**config.mk**
```make
export PLATFORM = sky130hd
export DESIGN_NAME = avmm_reg_bank
export DESIGN_NICKNAME = d
export VERILOG_FILES = /design/src/rtl/avmm_reg_bank.sv
export SDC_FILE = /design/constraint.sdc
export NUM_CORES = 1
export LEC_CHECK = 0
export CAP_MARGIN = 20
export CORE_AREA = 3 3 121 123
export CTS_CLUSTER_DIAMETER = 40
export CTS_CLUSTER_SIZE = 25
export DETAILED_ROUTE_END_ITERATION = 10
export DIE_AREA = 0 0 124 126
export HOLD_SLACK_MARGIN = 0.12
export PLACE_DENSITY = 0.57
export SYNTH_ARGS = -nofsm -noshare
export SYNTH_HDL_FRONTEND = slang
export SYNTH_SLANG_ARGS = --single-unit
```
**constraint.sdc**
```tcl
create_clock -name CLK -period 3.1 [get_ports CLK]
set_input_delay 0.465 -clock CLK [delete_from_list [all_inputs] [get_ports CLK]]
set_output_delay 0.465 -clock CLK [all_outputs]
set_load 0.005 [all_outputs]
```
**src/rtl/avmm_reg_bank.sv**
```systemverilog
// Avalon-MM slave register bank.
// Holds N_CTRL read/write control registers, a sticky write-1-to-clear status
// register, an interrupt mask and a hardware capture register. Reads have a
// fixed one-cycle latency and always return the values held before the edge.
// The interrupt output is a registered, masked OR of the status bits.
module avmm_reg_bank #(
    parameter int S      = 12,
    parameter int N_CTRL = 4,
    parameter int AW     = 3
) (
    input  logic                  CLK,
    input  logic                  CLR,
    input  logic [AW-1:0]         avs_address,
    input  logic                  avs_read,
    input  logic                  avs_write,
    input  logic [S-1:0]          avs_writedata,
    output logic [S-1:0]          avs_readdata,
    output logic                  avs_readdatavalid,
    input  logic [S-1:0]          hw_event,
    input  logic                  hw_capture,
    input  logic [S-1:0]          hw_data,
    output logic [N_CTRL*S-1:0]   ctrl_out,
    output logic                  irq
);

    // Register map: control registers first, then status, mask and capture.
    localparam logic [AW-1:0] A_STAT = AW'(N_CTRL);
    localparam logic [AW-1:0] A_MASK = AW'(N_CTRL + 1);
    localparam logic [AW-1:0] A_CAP  = AW'(N_CTRL + 2);

    logic [N_CTRL*S-1:0] ctrl_q, ctrl_d;
    logic [S-1:0]        stat_q, stat_d;
    logic [S-1:0]        mask_q, mask_d;
    logic [S-1:0]        cap_q,  cap_d;
    logic [S-1:0]        rdata_q, rdata_d;
    logic                rvalid_q, rvalid_d;
    logic                irq_q, irq_d;
    logic [S-1:0]        rd_val;
    logic [S-1:0]        w1c_bits;

    // Read mux over the current (pre-edge) register values; unmapped reads return 0.
    always_comb begin
        rd_val = '0;
        for (int i = 0; i < N_CTRL; i++) begin
            if (avs_address == AW'(i)) begin
                rd_val = ctrl_q[i*S +: S];
            end
        end
        if (avs_address == A_STAT) rd_val = stat_q;
        if (avs_address == A_MASK) rd_val = mask_q;
        if (avs_address == A_CAP)  rd_val = cap_q;
    end

    // Next-state logic for all registers, bus response and interrupt.
    always_comb begin
        ctrl_d   = ctrl_q;
        mask_d   = mask_q;
        cap_d    = cap_q;
        w1c_bits = '0;
        for (int i = 0; i < N_CTRL; i++) begin
            if (avs_write && (avs_address == AW'(i))) begin
                ctrl_d[i*S +: S] = avs_writedata;
            end
        end
        if (avs_write && (avs_address == A_MASK)) mask_d = avs_writedata;
        if (avs_write && (avs_address == A_STAT)) w1c_bits = avs_writedata;
        // Event set is applied after the clear so a simultaneous event wins.
        stat_d = (stat_q & ~w1c_bits) | hw_event;
        // CAP is loaded only by hardware; bus writes to its address fall through.
        if (hw_capture) cap_d = hw_data;
        rdata_d  = avs_read ? rd_val : rdata_q;
        rvalid_d = avs_read;
        // irq looks at next-state values so it follows the causing edge by one cycle.
        irq_d    = |(stat_d & mask_d);
    end

    // State registers with asynchronous clear.
    always_ff @(posedge CLK or posedge CLR) begin
        if (CLR) begin
            ctrl_q   <= '0;
            stat_q   <= '0;
            mask_q   <= '0;
            cap_q    <= '0;
            rdata_q  <= '0;
            rvalid_q <= 1'b0;
            irq_q    <= 1'b0;
        end else begin
            ctrl_q   <= ctrl_d;
            stat_q   <= stat_d;
            mask_q   <= mask_d;
            cap_q    <= cap_d;
            rdata_q  <= rdata_d;
            rvalid_q <= rvalid_d;
            irq_q    <= irq_d;
        end
    end

    assign ctrl_out          = ctrl_q;
    assign avs_readdata      = rdata_q;
    assign avs_readdatavalid = rvalid_q;
    assign irq               = irq_q;

endmodule
```
==> summary.md, run 1 <==
| Metric | Value |
|---|---|
| Nets | `between 400 and 500` |
| Post-synth top area cell | `dfrtp_1` |
| P&R area growth vs syn | `36.8%` |
| Setup Viol. Count Final | `0` |
| Vias in the first global route | `3145` |
| Initial drt markers | `between 100 and 150` |
| Pin count of the biggest net entering global routing | `41` |
| Post-CTS sizing | `0` |
| Clk buf depth | `2` |
| Yosys reg bits | `98` |
| Final Util | `0.433` |
| Die Width | `124 um` |
| CP max stage delay | `0.51 ns` |
| Max_cap viols | `0` |
| Endpoint class of the critical path | `flop` |
| Cells after Synth | `323` |
| CP max-delay cell | `and4bb_2` |
| Final Instance Area | `5970 sq um` |
| Peak VDD IR | `slightly below 0.3 mV` |
| Tmin final | `roughly 2.3 ns` |
| Clk sink count | `between 90 and 100` |
| Total gr overflow | `0` |
| Post-synth top area share | `0.562` |
| Reg2reg end | `avs_readdata[4]` |
| Worst slew margin | `0.441` |
| Post-route DRC | `0` |
| Post-Syn Area | `approximately 4400 sq um` |
| Status | `finished, final reports clean` |
| Share of layout cells above drive strength 1 | `0.265` |
| Mapped Nets | `between 300 and 400` |
| Die Area | `about 16000 sq um` |
| Initial Utilization | `0.317` |
| Max frequency | `around 430 MHz` |
| Initial antenna violation count | `0` |
| Placer congestion estimate | `between 0.7 and 0.8` |
| HP Class | `in -> async` |
| Skew-Pair Late Insertion Delay | `~0.34 ns` |
| Per-cell routed wire length | `18.6 um` |
| Num CTS Buffers | `9` |
| Final wirelength | `~11000 um` |
| Syn avg cell area | `13.5 sq um` |
| Chip height | `~130 um` |
| Critical R2R Launch | `ctrl_out[4]` |
| Diode count | `0` |
| Total Neg Setup Slack | `0 ns` |
| Vias | `roughly 3000` |
| Worst slew pin tran | `between 0.8 and 0.9 ns` |
| Pwr dens | `around 620 nW/um^2` |
| Count of final max-slew check failures | `0` |
| RSZ-0062 raised after global routing | `false` |
| Core ar. | `approximately 14000 sq um` |
| First-pass GRT wire length | `18000 um` |
| Crit path cell chain | `clkdlybuf4s50_1 > buf_4 > and4bb_2 > a31oi_1 > a22oi_1 > nand4_1 > nand4b_1` |
| I/O Pins | `approximately 110` |
| Worst Path Arrival | `~2.6 ns` |
| CTS H-tree lvls | `3` |
| Synth area leaders | `dfrtp_1 56%, mux2_2 19%, mux4_2 6.2%, o211ai_1 4.1%, mux2i_1 2.8%` |
| Worst Setup EP | `irq` |
| Period utilization | `0.758` |
| Fillers | `about 1300` |
| Setup Buffers After CTS | `0` |
| Sequential area share after synthesis | `0.562` |
| Static leakage | `2.41 nW` |
| Final hold vios | `0` |
| CP Launch Point | `avs_address[2]` |
| Cell variety after synth | `23` |
| Placed instance area | `about 5700 sq um` |
| Routed Antenna Nets | `0` |
| Critical path startpoint category | `input port` |
| Final HPWL DP | `8630 um` |
| Reg2Reg Depth | `3` |
| Critical Path Fanout Max | `30` |
| Pre-antenna DRT Iters | `4` |
| Worst endpoint required time | `3.31 ns` |
| Yosys Warn Count | `0` |
| Vias/cell | `4.85` |
| Critical path class | `in -> reg` |
| R2r setup slk | `approximately 1.7 ns` |
| Overall routing resource usage | `0.153` |
| Clock transition at the registers of the reported paths | `0.06 ns` |
| Clock Skew | `between 0.005 and 0.006 ns` |
| CTS tree | `yes` |
| PortBufs | `105` |
| CTS root buffer | `clkbuf_16` |
| Row count | `43` |
| Hold_buf cts | `0` |
[metrics by stage]
stage          setup WS, ns  hold slack (ns)  power, mW  instances
2_1_floorplan        0.0729            0.465       2.03        323
3_3_place_gp          0.381            0.493       2.57        601
3_5_place_dp          0.362            0.495       2.58        601
4_1_cts               0.743            0.511       3.75        617
5_1_grt               0.626            0.530       3.88        617
6_report              0.751            0.509       3.69        617
[sequential cells by signal (all words and copies together) (netlist names)]
signal             flops
avs_readdata          12
avs_readdatavalid      1
cap_q                 12
ctrl_out              48
irq                    1
mask_q                12
stat_q                12
[critical path, delay by kind of cell]
| kind | cells | cell delay (ns) |
|---|---|---|
| simple gates | 3 | 0.82 |
| buf+inv | 2 | 0.87 |
| compound gates | 2 | 0.41 |
[cell families (layout without fill, tap and decap cells)]
logic type / Yosys count / count (layout) / synth area share
compound gates: 53 / 53 / 0.0820
buf+inv: 40 / 154 / 0.0387
flops: 98 / 98 / 0.562
mux: 96 / 96 / 0.275
simple gates: 36 / 36 / 0.0419
[synth_stat cells]
master	instances
buf_4	2
nand3b_1	1
nor4b_1	1
mux2_2	72
a31oi_1	8
clkbuf_1	7
mux2i_1	12
o211ai_1	24
a22oi_1	5
nand4b_1	3
buf_1	1
o21ai_0	12
nand2_1	18
mux4_2	12
a21o_1	4
buf_2	9
nor2b_1	1
nor2_1	8
and4bb_2	2
dfrtp_1	98
nor3_1	1
nand4_1	1
inv_1	21
[per-layer routing]
layer	vias up	part of all wire	routed length [um]	GRT usage
li1	1411	-	-	-
met1	1498	0.46	5310	0.218
met2	74	0.47	5400	0.235
met3	9	0.055	626	0.0337
met4	0	0.010	119	0.0425
met5	-	0	0	0
[where the power goes]
part	leakage [nW]	internal (mW)	total (mW)	switching, mW
sequential	1.14	1.50	1.66	0.164
combinational	1.13	0.575	0.881	0.306
clock	0.152	0.693	1.15	0.458
[cells in the final DEF (no fill, tap or decap), types with 2 or more instances in the layout]
master | Yosys | layout
a21o_1 | 4 | 4
nand4b_1 | 3 | 3
inv_1 | 21 | 20
clkdlybuf4s50_1 | 0 | 105
mux4_2 | 12 | 12
a31oi_1 | 8 | 8
o21ai_0 | 12 | 12
nand2_1 | 18 | 18
mux2_2 | 72 | 72
dfrtp_1 | 98 | 98
mux2i_1 | 12 | 12
a22oi_1 | 5 | 5
clkbuf_8 | 0 | 3
clkbuf_16 | 0 | 9
and4bb_2 | 2 | 2
nor2_1 | 8 | 8
o211ai_1 | 24 | 24
buf_4 | 2 | 12
[worst min-delay path by stage]
stage                        to  slack (ns)
2_1_floorplan         stat_q[2]        0.46
3_3_place_gp          stat_q[3]        0.49
3_5_place_dp          stat_q[3]        0.50
4_1_cts               stat_q[3]        0.51
5_1_grt               stat_q[3]        0.53
6_report       avs_readdata[11]        0.51
[layout make-up]
| cell class | count | area, sq um | share of cell area |
|---|---|---|---|
| inverters | 21 | 81.3 | 0.0136 |
| clock buffers | 13 | 270 | 0.0453 |
| well taps | 180 | 225 | 0.0377 |
| multi-input cells | 185 | 1750 | 0.294 |
| repair buffers | 117 | 1140 | 0.191 |
| flip-flops and latches | 98 | 2450 | 0.411 |
| clock inverters | 3 | 46.3 | 0.00776 |
Power figures use the tool's default switching activity.
==> inputs of run 2 (changes only) <==
==> constraint.sdc (replaced) <==
create_clock -name CLK -period 1.9 [get_ports CLK]
set_input_delay 0.285 -clock CLK [delete_from_list [all_inputs] [get_ports CLK]]
set_output_delay 0.285 -clock CLK [all_outputs]
set_load 0.005 [all_outputs]
==> run 2 against run 1 <==
  * Clock power up 59%
  * Sequential power up 64%
  * Setup slack worse by 0.71 ns
  * Flip-flop and latch count unchanged
  * Largest cell class unchanged
==> summary.md, run 2 (synthesis gave the netlist of run 1 again) <==
| Metric | Value |
|---|---|
| I/O Pins | `106 (unchanged)` |
| Clk sink count | `98 (unchanged)` |
| Clock Skew | `0.00508 ns (-0.000198 ns)` |
| Initial Utilization | `0.317 (unchanged)` |
| CTS H-tree lvls | `3 (unchanged)` |
| Endpoint class of the critical path | `flop` |
| Final hold vios | `0 (unchanged)` |
| Total gr overflow | `0 (unchanged)` |
| P&R area growth vs syn | `42.1%` |
| Post-CTS sizing | `0 (unchanged)` |
| Total Neg Setup Slack | `0 ns (unchanged)` |
| Max reg flops | `48 (unchanged)` |
| Placer congestion estimate | `0.788 (+3.8%)` |
| Hold_buf cts | `0 (unchanged)` |
| Commonest non-fill, non-tap cell in the layout | `clkdlybuf4s50_1` |
| PortBufs | `105 (unchanged)` |
| HP Class | `in -> async` |
| Crit path cell chain | `clkdlybuf4s50_1 > nand4b_1 > buf_12 > mux2_2 > a22oi_1 > nand4_1 > nand4b_1` |
| Worst slew margin | `0.683 (+0.242)` |
| Final Instance Area | `6200 sq um (+3.8%)` |
| Fillers | `1316 (+1.2%)` |
| Placed instance area | `5890 sq um (+4.1%)` |
| Period utilization | `0.979` |
| Final HPWL DP | `9240 um (+7.0%)` |
| Initial antenna violation count | `0 (unchanged)` |
| Buffers and inverters on the worst path | `2 (unchanged)` |
| CTS root buffer | `clkbuf_16` |
| Clk buf depth | `2 (unchanged)` |
| CP max stage delay | `0.51 ns (about the same)` |
| Pwr Total | `6.06 mW (+64%)` |
| Die Area | `15600 sq um (unchanged)` |
| Routed Antenna Nets | `0 (unchanged)` |
| Most frequent cells in the layout | `104 x clkdlybuf4s50_1, 98 x dfrtp_1, 72 x mux2_2` |
| Tmin final | `roughly 1.9 ns` |
| Vias | `3115 (+4.1%)` |
| Setup Viol. Count Final | `0 (unchanged)` |
| Vias in the first global route | `3362 (+6.9%)` |
| Pre-antenna DRT Iters | `4 (unchanged)` |
| Chip height | `126 um (unchanged)` |
| Nets | `497 (+4.4%)` |
| Skew-Pair Late Insertion Delay | `0.35 ns (about the same)` |
| Worst slew pin tran | `0.474 ns (-0.361 ns)` |
| Share of layout cells above drive strength 1 | `0.301 (+0.0359)` |
| Diode count | `0 (unchanged)` |
| CTS tree | `yes` |
| Final wirelength | `12200 um (+6.0%)` |
| Post-route DRC | `0 (unchanged)` |
| Initial drt markers | `157 (+28%)` |
| Max_cap viols | `0 (unchanged)` |
| Met1 WL | `5690 um (+7.0%)` |
| Final Util | `0.450 (+0.0166)` |
| Most used cell, CP | `nand4b_1` |
| Cell family with most CP delay | `buffers and inverters` |
| Row count | `43 (unchanged)` |
| Core ar. | `13800 sq um (unchanged)` |
| Peak VDD IR | `0.474 mV (+60%)` |
| Num CTS Buffers | `9 (unchanged)` |
| Max layer used | `met4` |
| Count of final max-slew check failures | `0 (unchanged)` |
| Per-cell routed wire length | `19.0 um (+2.5%)` |
| Clock transition at the registers of the reported paths | `0.07 ns (about the same)` |
| Met3 wire length | `576 um (-8.0%)` |
| First-pass GRT wire length | `19100 um (+6.3%)` |
| Status | `finished, final reports clean` |
| Critical Path Fanout Max | `10 (-67%)` |
| Overall routing resource usage | `0.163 (+0.0104)` |
| Die Width | `124 um (unchanged)` |
| WL met2 | `5750 um (+6.5%)` |
| RSZ-0062 raised after global routing | `false` |
| Static leakage | `2.54 nW (+5.3%)` |
| Critical path startpoint category | `input port` |
| Max frequency | `~540 MHz` |
| Pin count of the biggest net entering global routing | `43 (+4.9%)` |
| Critical path class | `in -> reg` |
| Worst endpoint required time | `2.12 ns (-1.19 ns)` |
| Setup Buffers After CTS | `0 (unchanged)` |
| Vias/cell | `4.88 (+0.68%)` |
| Worst Path Arrival | `2.08 ns (-0.48 ns)` |
| Pwr dens | `978 nW/um^2 (+58%)` |
| CP max-delay cell | `clkdlybuf4s50_1` |
-- run 2: through the flow --
step	std cells	setup WS [ns]	hold WS (ns)
finish	638	0.0406	0.308
floorplan	323	0.245	0.316
global placement	622	-0.326	0.480
CTS	638	0.0313	0.303
detailed placement	622	-0.346	0.490
global route	638	0.00476	0.318
-- run 2: cell type report --
type / instances / area [sq um] / area share
Timing Repair Buffer: 138 / 1380 / 0.222
Clock inverter: 5 / 65.1 / 0.0105
Multi-Input combinational cell: 185 / 1760 / 0.285
Clock buffer: 11 / 233 / 0.0375
Inverter: 21 / 82.6 / 0.0133
Tap cell: 180 / 225 / 0.0363
Sequential cell: 98 / 2450 / 0.396
-- run 2: worst reg2reg max path: stages, from the launching register on --
cell and delay (ns):
dfrtp_1 0.38, mux2_2 0.28, a22oi_1 0.23, nand4_1 0.15
nand4b_1 0.20
-- run 2: path summary, 6_finish.rpt --
path,from,end,slack (ns),cells after the start
min in group CLK,stat_q[6],stat_q[6],0.51,1
max in group asynchronous,CLR,ctrl_out[17],1.03,3
min,CLR,avs_readdata[10],0.31,2
min reg2reg,stat_q[6],stat_q[6],0.51,1
max,avs_address[1],irq,0.04,7
max reg2reg,mask_q[10],irq,0.53,4
-- run 2: report_power, final --
part | total, mW | switching (mW) | internal [mW]
logic | 1.51 | 0.524 | 0.982
clock network | 1.83 | 0.802 | 1.03
registers | 2.72 | 0.280 | 2.44
total | 6.06 | 1.61 | 4.46
-- run 2: per-layer routing --
layer,vias to the layer above,track usage
met2,77,0.256
met5,-,0
met3,12,0.0422
met1,1580,0.226
met4,0,0.0406
li1,1446,-
==> inputs of run 3 (changes only) <==
--- a/config.mk
+++ b/config.mk
@@ -11,8 +11,9 @@
 export CTS_CLUSTER_SIZE = 25
 export DETAILED_ROUTE_END_ITERATION = 10
 export DIE_AREA = 0 0 124 126
+export GPL_ROUTABILITY_DRIVEN = 0
 export HOLD_SLACK_MARGIN = 0.12
-export PLACE_DENSITY = 0.57
+export PLACE_DENSITY = 0.65
 export SYNTH_ARGS = -nofsm -noshare
 export SYNTH_HDL_FRONTEND = slang
 export SYNTH_SLANG_ARGS = --single-unit
==> run 3 against run 2 <==
  * Sequential power about the same
  * Non-clock buffer count decreased by 1
  * Worst hold slack improved by 0.029 ns
  * Clock power is 15% higher
  * First-iteration DRC count up 40%
  * Critical endpoint unchanged
  * Highest routed layer unchanged
==> summary.md, run 3 (synthesis gave the netlist of run 1 again) <==
| Metric | Value |
|---|---|
| Period utilization | `0.946 (-0.0328)` |
| FF+latch area | `2450 sq um (unchanged)` |
| Die Area | `15600 sq um (unchanged)` |
| I/O Pins | `106 (unchanged)` |
| Cell family with most CP delay | `buffers and inverters` |
| Overall routing resource usage | `0.159 (-0.00404)` |
| Final hold vios | `0 (unchanged)` |
| CP Launch Point | `avs_address[2]` |
| Fillers | `1287 (-2.2%)` |
| RSZ-0062 raised after global routing | `false` |
| HP Class | `in -> async` |
| Max_cap viols | `0 (unchanged)` |
| Setup Viol. Count Final | `0 (unchanged)` |
| Critical path class | `in -> reg` |
| Peak VDD IR | `0.474 mV (about the same)` |
| Status | `finished, final reports clean` |
| Max frequency | `556 MHz (+3.5%)` |
| Final wirelength | `11700 um (-3.6%)` |
| Crit path cell chain | `clkdlybuf4s50_1 > nand4b_1 > buf_12 > mux2_2 > a22oi_1 > nand4_1 > nand4b_1` |
| Initial Utilization | `0.317 (unchanged)` |
| Total Neg Setup Slack | `0 ns (unchanged)` |
| Row count | `43 (unchanged)` |
| Hold_buf cts | `0 (unchanged)` |
| Initial antenna violation count | `0 (unchanged)` |
| Die Width | `124 um (unchanged)` |
| Initial drt markers | `220 (+40%)` |
| CP max stage delay | `0.56 ns (+0.05 ns)` |
| Critical Path Fanout Max | `9 (-1)` |
| Setup Buffers After CTS | `0 (unchanged)` |
| Final worst slack | `0.103 ns (+0.0623 ns)` |
| Count of final max-slew check failures | `0 (unchanged)` |
| CTS tree | `yes` |
| Endpoint class of the critical path | `flop` |
| Pwr dens | `1020 nW/um^2 (+3.8%)` |
| Buffers and inverters on the worst path | `2 (unchanged)` |
| Skew-Pair Late Insertion Delay | `0.34 ns (about the same)` |
| Critical R2R Launch | `ctrl_out[12]` |
| Worst slew pin tran | `0.476 ns (+0.00165 ns)` |
| Worst slew margin | `0.682 (-0.00110)` |
| Post-route insts no fill | `637 (-0.16%)` |
| Clock Skew | `0.00463 ns (-0.000448 ns)` |
| P&R area growth vs syn | `42.4%` |
| Vias in the first global route | `3282 (-2.4%)` |
| Vias/cell | `4.83 (-1.2%)` |
| Pre-CTS setup slack | `-0.307 ns (+0.0387 ns)` |
| Chip height | `126 um (unchanged)` |
| Post-CTS sizing | `0 (unchanged)` |
| Nets | `496 (-0.20%)` |
| Most used cell, CP | `nand4b_1` |
| Placed insts | `621 (-0.16%)` |
| First-pass GRT wire length | `18900 um (-1.2%)` |
| Pin count of the biggest net entering global routing | `35 (-19%)` |
| Most frequent cells in the layout | `104 x clkdlybuf4s50_1, 98 x dfrtp_1, 72 x mux2_2` |
| Critical path startpoint category | `input port` |
| Commonest non-fill, non-tap cell in the layout | `clkdlybuf4s50_1` |
| Max reg flops | `48 (unchanged)` |
| CTS H-tree lvls | `3 (unchanged)` |
| Final HPWL DP | `9040 um (-2.1%)` |
| Clk sink count | `98 (unchanged)` |
| Core ar. | `13800 sq um (unchanged)` |
| CP max-delay cell | `clkdlybuf4s50_1` |
| Tmin final | `1.80 ns (-0.0623 ns)` |
| Static leakage | `2.54 nW (about the same)` |
| Share of layout cells above drive strength 1 | `0.304 (+0.00285)` |
| Clk buf depth | `2 (unchanged)` |
| Pre-antenna DRT Iters | `4 (unchanged)` |
| Multi-input logic area | `1760 sq um (-0.14%)` |
| Diode count | `0 (unchanged)` |
| Num CTS Buffers | `9 (unchanged)` |
| Per-cell routed wire length | `18.4 um (-3.4%)` |
| Total gr overflow | `0 (unchanged)` |
| Vias | `3074 (-1.3%)` |
| Clock transition at the registers of the reported paths | `0.07 ns (about the same)` |
| Routed Antenna Nets | `0 (unchanged)` |
| Worst endpoint required time | `2.12 ns (about the same)` |
| Worst Path Arrival | `2.02 ns (-0.06 ns)` |
| Post-route DRC | `0 (unchanged)` |
| Pwr Total | `6.31 mW (+4.1%)` |
| PortBufs | `105 (unchanged)` |
| CTS root buffer | `clkbuf_16` |
| Worst hold margin | `0.337 ns (+0.0286 ns)` |
[run 3: metrics by stage]
stage / utilization / area (sq um)
global placement: 0.425 / 5850
CTS: 0.450 / 6200
floorplan: - / 4370
detailed placement: 0.425 / 5850
global route: 0.451 / 6210
finish: 0.451 / 6210
[run 3: worst register-to-register path, cell delays in order, from the launching register on]
cell and delay [ns]:
dfrtp_1 0.41, mux4_2 0.50, o211ai_1 0.24, o21ai_0 0.12
[run 3: cell type report]
class | instances | share of cell area
inverters | 21 | 0.0133
multi-input cells | 185 | 0.284
clock inverters | 7 | 0.0203
well taps | 180 | 0.0362
clock buffers | 9 | 0.0362
flip-flops and latches | 98 | 0.395
repair buffers | 137 | 0.216
[run 3: final timing paths]
kind                                endpoint  slack [ns]  depth (start not counted)
setup / recovery                         irq        0.10                          7
hold / removal             avs_readdatavalid        0.34                          2
setup reg to reg             avs_readdata[0]        0.51                          3
hold reg to reg                    stat_q[6]        0.51                          1
max in group asynchronous        ctrl_out[2]        1.05                          3
min in group CLK                   stat_q[6]        0.51                          1
[run 3: report_power, final]
part           switching (mW)  total [mW]  leakage, nW  internal, mW
clock                   0.810        2.11        0.168          1.30
sequential              0.268        2.71         1.14          2.44
combinational           0.514        1.49         1.24         0.974
total                    1.59        6.31         2.54          4.72
[run 3: metal layers]
layer  vias to the layer above  track usage  share of wire
met5                         -            0              0
met2                        81        0.245           0.47
met3                        10       0.0391          0.055
met1                      1545        0.226           0.47
met4                         0       0.0387          0.011
li1                       1438            -              -
